### src/rtl/seq_divide_if.sv
// Handshake/operand bundle for the sequential restoring divider.
// The master drives the request and operands; the slave (divider) returns results and status.
interface seq_divide_if #(
  parameter int N = 4
);
  logic           start;
  logic           sign;
  logic [2*N-1:0] dividend;
  logic [N-1:0]   divisor;
  logic [N-1:0]   quotient;
  logic [N-1:0]   remainder;
  logic           ready;
  logic           done;
  logic           div_zero;
  logic           overflow;

  modport master (
    output start, sign, dividend, divisor,
    input  quotient, remainder, ready, done, div_zero, overflow
  );

  modport slave (
    input  start, sign, dividend, divisor,
    output quotient, remainder, ready, done, div_zero, overflow
  );
endinterface

### src/rtl/seq_divide.sv
// Sequential restoring divider: 2N-bit dividend / N-bit divisor, one quotient bit per clock.
// Define SEQ_DIV_SIGNED_EN to honour the sign input; otherwise the divider is purely unsigned.
module seq_divide #(
  parameter int N = 4
) (
  input logic         clk,
  input logic         rst_n,
  seq_divide_if.slave bus
);
  localparam int CW = $clog2(N + 1);

  typedef enum logic [1:0] {IDLE, CALC, DONE} state_t;

  state_t         state;
  logic [N:0]     rem;
  logic [N-1:0]   lo_sh;
  logic [N-1:0]   dvs_mag;
  logic [N-1:0]   q;
  logic [N-1:0]   raw_lo;
  logic [CW-1:0]  cnt;

  logic [2*N-1:0] dvd_abs;
  logic [N-1:0]   dvs_abs;
  logic           early_dz;
  logic           early_ov;

  logic [N:0]     sh;
  logic [N:0]     diff;
  logic           ge;
  logic [N:0]     rem_nx;

  logic [N-1:0]   q_out;
  logic [N-1:0]   r_out;
  logic           sig_ovf;

  // rem never exceeds the divisor magnitude, so its top bit only exists as trial headroom
  logic           unused_rem_msb;
  assign unused_rem_msb = rem[N];

`ifdef SEQ_DIV_SIGNED_EN
  logic neg_q;
  logic neg_r;

  // Magnitude of a 2N-bit operand, formed in 2N+1 bits so the most-negative value does not wrap
  function automatic logic [2*N-1:0] mag_wide(input logic [2*N-1:0] v, input logic s);
    logic signed [2*N:0] ext;
    ext = $signed({s & v[2*N-1], v});
    return ext[2*N] ? (2*N)'(-ext) : v;
  endfunction

  function automatic logic [N-1:0] mag_narrow(input logic [N-1:0] v, input logic s);
    logic signed [N:0] ext;
    ext = $signed({s & v[N-1], v});
    return ext[N] ? N'(-ext) : v;
  endfunction

  function automatic logic [N-1:0] neg_cond(input logic [N-1:0] v, input logic n);
    return n ? ('0 - v) : v;
  endfunction

  always_comb begin
    dvd_abs = mag_wide(bus.dividend, bus.sign);
    dvs_abs = mag_narrow(bus.divisor, bus.sign);
    q_out   = neg_cond(q, neg_q);
    r_out   = neg_cond(rem[N-1:0], neg_r);
    // Negative results may reach -2^(N-1); positive ones stop at 2^(N-1)-1
    sig_ovf = q[N-1] & (~neg_q | (|q[N-2:0]));
  end
`else
  logic unused_sign;
  assign unused_sign = bus.sign;

  always_comb begin
    dvd_abs = bus.dividend;
    dvs_abs = bus.divisor;
    q_out   = q;
    r_out   = rem[N-1:0];
    sig_ovf = 1'b0;
  end
`endif

  always_comb begin
    early_dz = (bus.divisor == '0);
    early_ov = ~early_dz && (dvd_abs[2*N-1:N] >= dvs_abs);
    sh       = {rem[N-1:0], lo_sh[N-1]};
    ge       = (sh >= {1'b0, dvs_mag});
    diff     = sh - {1'b0, dvs_mag};
    rem_nx   = ge ? diff : sh;
  end

  always_ff @(posedge clk or negedge rst_n) begin
    if (!rst_n) begin
      state         <= IDLE;
      bus.ready     <= 1'b1;
      bus.done      <= 1'b0;
      bus.quotient  <= '0;
      bus.remainder <= '0;
      bus.div_zero  <= 1'b0;
      bus.overflow  <= 1'b0;
      rem           <= '0;
      lo_sh         <= '0;
      dvs_mag       <= '0;
      q             <= '0;
      raw_lo        <= '0;
      cnt           <= '0;
`ifdef SEQ_DIV_SIGNED_EN
      neg_q         <= 1'b0;
      neg_r         <= 1'b0;
`endif
    end else begin
      case (state)
        IDLE: begin
          bus.done <= 1'b0;
          if (bus.start) begin
            state        <= CALC;
            bus.ready    <= 1'b0;
            rem          <= {1'b0, dvd_abs[2*N-1:N]};
            lo_sh        <= dvd_abs[N-1:0];
            dvs_mag      <= dvs_abs;
            q            <= '0;
            raw_lo       <= bus.dividend[N-1:0];
            cnt          <= '0;
            bus.div_zero <= early_dz;
            bus.overflow <= early_ov;
`ifdef SEQ_DIV_SIGNED_EN
            neg_q        <= bus.sign & (bus.dividend[2*N-1] ^ bus.divisor[N-1]);
            neg_r        <= bus.sign & bus.dividend[2*N-1];
`endif
          end
        end
        CALC: begin
          if (bus.div_zero || bus.overflow) begin
            // Early exit: saturated quotient, raw low dividend as remainder
            state         <= DONE;
            bus.done      <= 1'b1;
            bus.quotient  <= '1;
            bus.remainder <= raw_lo;
          end else if (cnt == CW'(N)) begin
            state         <= DONE;
            bus.done      <= 1'b1;
            bus.quotient  <= q_out;
            bus.remainder <= r_out;
            bus.overflow  <= sig_ovf;
          end else begin
            rem   <= rem_nx;
            lo_sh <= {lo_sh[N-2:0], 1'b0};
            q     <= {q[N-2:0], ge};
            cnt   <= cnt + CW'(1);
          end
        end
        DONE: begin
          state     <= IDLE;
          bus.done  <= 1'b0;
          bus.ready <= 1'b1;
        end
        default: begin
          state     <= IDLE;
          bus.done  <= 1'b0;
          bus.ready <= 1'b1;
        end
      endcase
    end
  end
endmodule

### src/flat_wrapper.sv
// flat-port wrapper written by rule: the top's interface ports become plain ports
module seq_divide_flat 
#(
  parameter int N = 4
)
  (clk, rst_n, bus_start, bus_sign, bus_dividend, bus_divisor, bus_quotient, bus_remainder, bus_ready, bus_done, bus_div_zero, bus_overflow);
  seq_divide_if #(.N(N)) bus_i ();
  input logic clk;
  input logic rst_n;
  input wire logic [$bits(bus_i.start)-1:0] bus_start;
  input wire logic [$bits(bus_i.sign)-1:0] bus_sign;
  input wire logic [$bits(bus_i.dividend)-1:0] bus_dividend;
  input wire logic [$bits(bus_i.divisor)-1:0] bus_divisor;
  output wire logic [$bits(bus_i.quotient)-1:0] bus_quotient;
  output wire logic [$bits(bus_i.remainder)-1:0] bus_remainder;
  output wire logic [$bits(bus_i.ready)-1:0] bus_ready;
  output wire logic [$bits(bus_i.done)-1:0] bus_done;
  output wire logic [$bits(bus_i.div_zero)-1:0] bus_div_zero;
  output wire logic [$bits(bus_i.overflow)-1:0] bus_overflow;
  assign bus_i.start = bus_start;
  assign bus_i.sign = bus_sign;
  assign bus_i.dividend = bus_dividend;
  assign bus_i.divisor = bus_divisor;
  assign bus_quotient = bus_i.quotient;
  assign bus_remainder = bus_i.remainder;
  assign bus_ready = bus_i.ready;
  assign bus_done = bus_i.done;
  assign bus_div_zero = bus_i.div_zero;
  assign bus_overflow = bus_i.overflow;
  seq_divide #(.N(N)) u_core (.clk(clk), .rst_n(rst_n), .bus(bus_i));
endmodule
### config.mk
export PLATFORM = sky130hd
export DESIGN_NAME = seq_divide_flat
export DESIGN_NICKNAME = d
export VERILOG_FILES = /design/src/rtl/seq_divide_if.sv /design/src/rtl/seq_divide.sv /design/src/flat_wrapper.sv
export SDC_FILE = /design/constraint.sdc
export NUM_CORES = 1
export LEC_CHECK = 0
export ABC_AREA = 1
export BUFFER_PORTS_ARGS = -buffer_cell sky130_fd_sc_hd__buf_2
export CAP_MARGIN = 10
export CORE_MARGIN = 2
export CORE_UTILIZATION = 59
export CTS_BUF_LIST = sky130_fd_sc_hd__clkbuf_8
export DETAILED_ROUTE_END_ITERATION = 12
export GPL_ROUTABILITY_DRIVEN = 0
export PLACE_DENSITY_LB_ADDON = 0.1
export SYNTH_ARGS = -nofsm -noshare
export SYNTH_HDL_FRONTEND = slang
export SYNTH_SLANG_ARGS = --single-unit
### constraint.sdc
create_clock -name clk -period 1.9 [get_ports clk]
set_input_delay 0.19 -clock clk [delete_from_list [all_inputs] [get_ports clk]]
set_output_delay 0.19 -clock clk [all_outputs]
set_load 0.03 [all_outputs]
==> key figures <==
Outcome
  – Status: finished with violations
  – Failing checks: negative hold slack

Synth
  – Top-count cell post-synth: nand2_1
  – Adder-cell share of the synthesized area: around 7.6%
  – Synth area leader: dfrtp_1
  – Largest family of logic cells by synthesized area: simple AND/OR/NAND/NOR gates
  – Synth top area share: 47.4%
  – Post-Synthesis Cells: 214
  – Dominant synthesized flop cell: dfrtp_1
  – Mux cell area share after synthesis: 0%
  – Number of enable flip-flop cells after synthesis: 0
  – Synth cell types: 26
  – Synthesis-stage register bit count: 37
  – Sequential fraction of the synthesis area: ~49%
  – Cell Area, Synth: 1900 µm²
  – Syn Nets: between 200 and 250
  – Synth area leaders: dfrtp_1, nand2_1, ha_1
  – Synth Area in Simple Gates: between 20% and 30%
  – Synth Area in Compound Gates: between 10% and 20%
  – Yosys Warn Count: 0
  – Xor/xnor share of the synthesized area: less than 1%
  – Post-Syn Area per Cell: roughly 8.9 µm²
  – Async SR Flop Fraction: 100%
  – Top post-synthesis cells by count: nand2_1, dfrtp_1, inv_1, nor2_1, a21oi_1

Floorplanning
  – Die footprint: 3690 µm²
  – Chip Width: ~61 µm
  – Die Span Y: 60.7 µm
  – FP Rows: 20
  – Top Ports: 28
  – Core Area: roughly 3100 µm²
  – Starting Density: 62.2%

Power and ir drop
  – Comb pwr share: between 50% and 60%
  – Clock share of power: a little over an eighth
  – Switching pwr: 1.92 mW
  – Switching share of power: between 40% and 50%
  – Maximum vdd drop: 0.00113 V
  – Overall power: just over 4 mW
  – Register share of total power: 33.7%
  – LEAKAGE: between 1 and 1.5 nW
  – P_int: 2.12 mW
  – Pwr Density: roughly 1900 nW/µm²

Setup path
  – CP Capture Point: u_core.rem[3]
  – CP startpoint: u_core.rem[1]
  – Internal reg-to-reg setup slack: between 0.15 and 0.2 ns
  – Crit start category: flop
  – Critical path class: flop to flop
  – Worst Path Required: between 2 and 2.5 ns
  – R2R Path End: u_core.rem[3]
  – Worst Path Arrival: 1.94 ns
  – Worst Path Max Fanout: 5
  – Number of cells on the worst reg-to-reg path: 8
  – Crit. End Element: flop
  – R2R Path Start: u_core.rem[1]

STA
  – Fin. Hold Viols: 36
  – Max-slew headroom: between 40% and 50%
  – Worst-margin pin slew: between 0.8 and 0.9 ns
  – Fin. max-slew vios: 0
  – Fmax: between 0.5 and 0.6 GHz
  – RSZ-0062 raised after global routing: false
  – # setup viols final: 0
  – Clock Skew: around 0.0033 ns
  – Final TNS setup: 0 ns
  – Crit share post-route: 90.0%
  – Min Tclk post-route: roughly 1.7 ns
  – WHS: -0.0204 ns

CTS
  – CTS tree: yes
  – Clk slew on worst S/H paths: ~0.07 ns
  – Clk_lat worst skew: between 0.2 and 0.3 ns
  – CTS H-Tree Depth: 2
  – Root buf cell: clkbuf_8
  – Longest Clk Path Bufs: 2
  – Clock sinks: 37
  – CTS Buf Count: 5

Drt
  – DRC Markers: 0
  – DR WL/cell: 13.0 µm
  – Routed wire length: roughly 3.8 mm
  – Vias per Instance: 5.21
  – DR pass1 iterations: 4
  – Initial drt markers: 96
  – Vias: between 1500 and 2000
  – ANT nets after route: 0

GRT
  – Antenna violations before repair: 0
  – Total Routing Usage GR: 24.5%
  – First-pass GRT wire length: 6.44 mm
  – Largest net degree at the start of global routing: 38
  – Vias in the first global route: about 1400
  – Total grt overflow: 0

Min path
  – Worst hold-check path type: primary input to async pin

Layout
  – N_diodes: 0
  – Core Util, Final: between 70% and 80%
  – Area Overhead vs Synth: 13.2%
  – Final net count: 271
  – Share of cells above drive strength 1: approximately a fifth

Place
  – DPL Wire Length: 2.75 mm
  – PortBufs: 26

Job
  – Max Cap Violations: 0
## metrics by stage
step / worst slack, ns / area, µm² / cells
final: 0.189 / 2150 / 289
after global routing: 0.0465 / 2150 / 289
after CTS: 0.173 / 2150 / 289
after detailed placement: 0.192 / 2060 / 281
after global placement: 0.262 / 2060 / 281
after floorplan: 0.381 / 1900 / 214
## worst max-delay path: stages, from the launching register on
cell and delay, ns:
dfrtp_1 0.43, ha_1 0.36, a21oi_2 0.19, nand2_1 0.07, nand2_1 0.13, nand2_1 0.15
nand2_1 0.10, nand3_1 0.09, a21oi_2 0.13
## final cells by class
cell class	count	area (µm²)
flip-flops and latches	37	927
well taps	44	55.1
clock inverters	3	17.5
multi-input cells	140	815
repair buffers	27	138
clock buffers	5	68.8
fillers	275	903
inverters	33	129
## power by group through the flow
stage	clock (mW)	sequential (mW)	combinational, mW
6_report	0.539	1.36	2.14
5_1_grt	0.588	1.40	2.42
4_1_cts	0.550	1.36	2.12
3_5_place_dp	0	1.38	2.10
3_3_place_gp	0	1.36	2.03
2_1_floorplan	0	1.56	1.46
## sequential cells by signal, indices dropped and copies added, names as in the netlist, 2 cells and up
register and count:
u_core.bus.remainder 4, u_core.lo_sh 4, u_core.cnt 3, u_core.rem 4
u_core.raw_lo 4, u_core.dvs_mag 4, u_core.state 2, u_core.bus.quotient 4
u_core.q 4
## layout by cell type, fill, tap and decap left out, types with 3 or more instances in the layout
cell      Yosys  final
a31oi_1       7      7
o211ai_1      3      3
nand3_1      10     10
o21ai_1       9      9
a21oi_1      11     10
nor2_1       19     19
nand2_1      50     50
nor2_8        3      3
o21ai_0       5      5
clkbuf_8      0      5
ha_1         10     10
buf_2         2     26
dfrtp_1      36     36
inv_1        31     31
## metal layers
layer / wire (µm) / global-route usage (%)
met1: 1730 / 32.3
met2: 1750 / 37.6
met3: 196 / 6.82
met4: 89 / 11.2
met5: 0 / 0
## kinds of logic (layout without fill, tap and decap cells)
logic type	Yosys count	after routing
XOR/XNOR	2	2
AND/OR/NAND/NOR	88	88
flip-flops	37	37
adder cells (fa/ha/maj)	11	11
buffers and inverters	37	68
AO/OA/AOI/OAI	39	39
## worst min-delay path by stage
stage / slack [ns] / endpoint / start
global placement: 0.31 / u_core.bus.div_zero / rst_n
CTS: 0.01 / u_core.dvs_mag[1] / rst_n
finish: -0.02 / u_core.bus.overflow / rst_n
floorplan: -0.11 / u_core.bus.div_zero / rst_n
global route: 0.05 / u_core.bus.overflow / rst_n
detailed placement: 0.33 / u_core.bus.overflow / rst_n
## repair_timing
item	4_1_cts	5_1_grt
hold buffers	0	0
gates resized for setup	0	1
setup buffers	0	0
setup endpoints to repair	0	4
No activity file was read; power rests on OpenSTA's default activity.
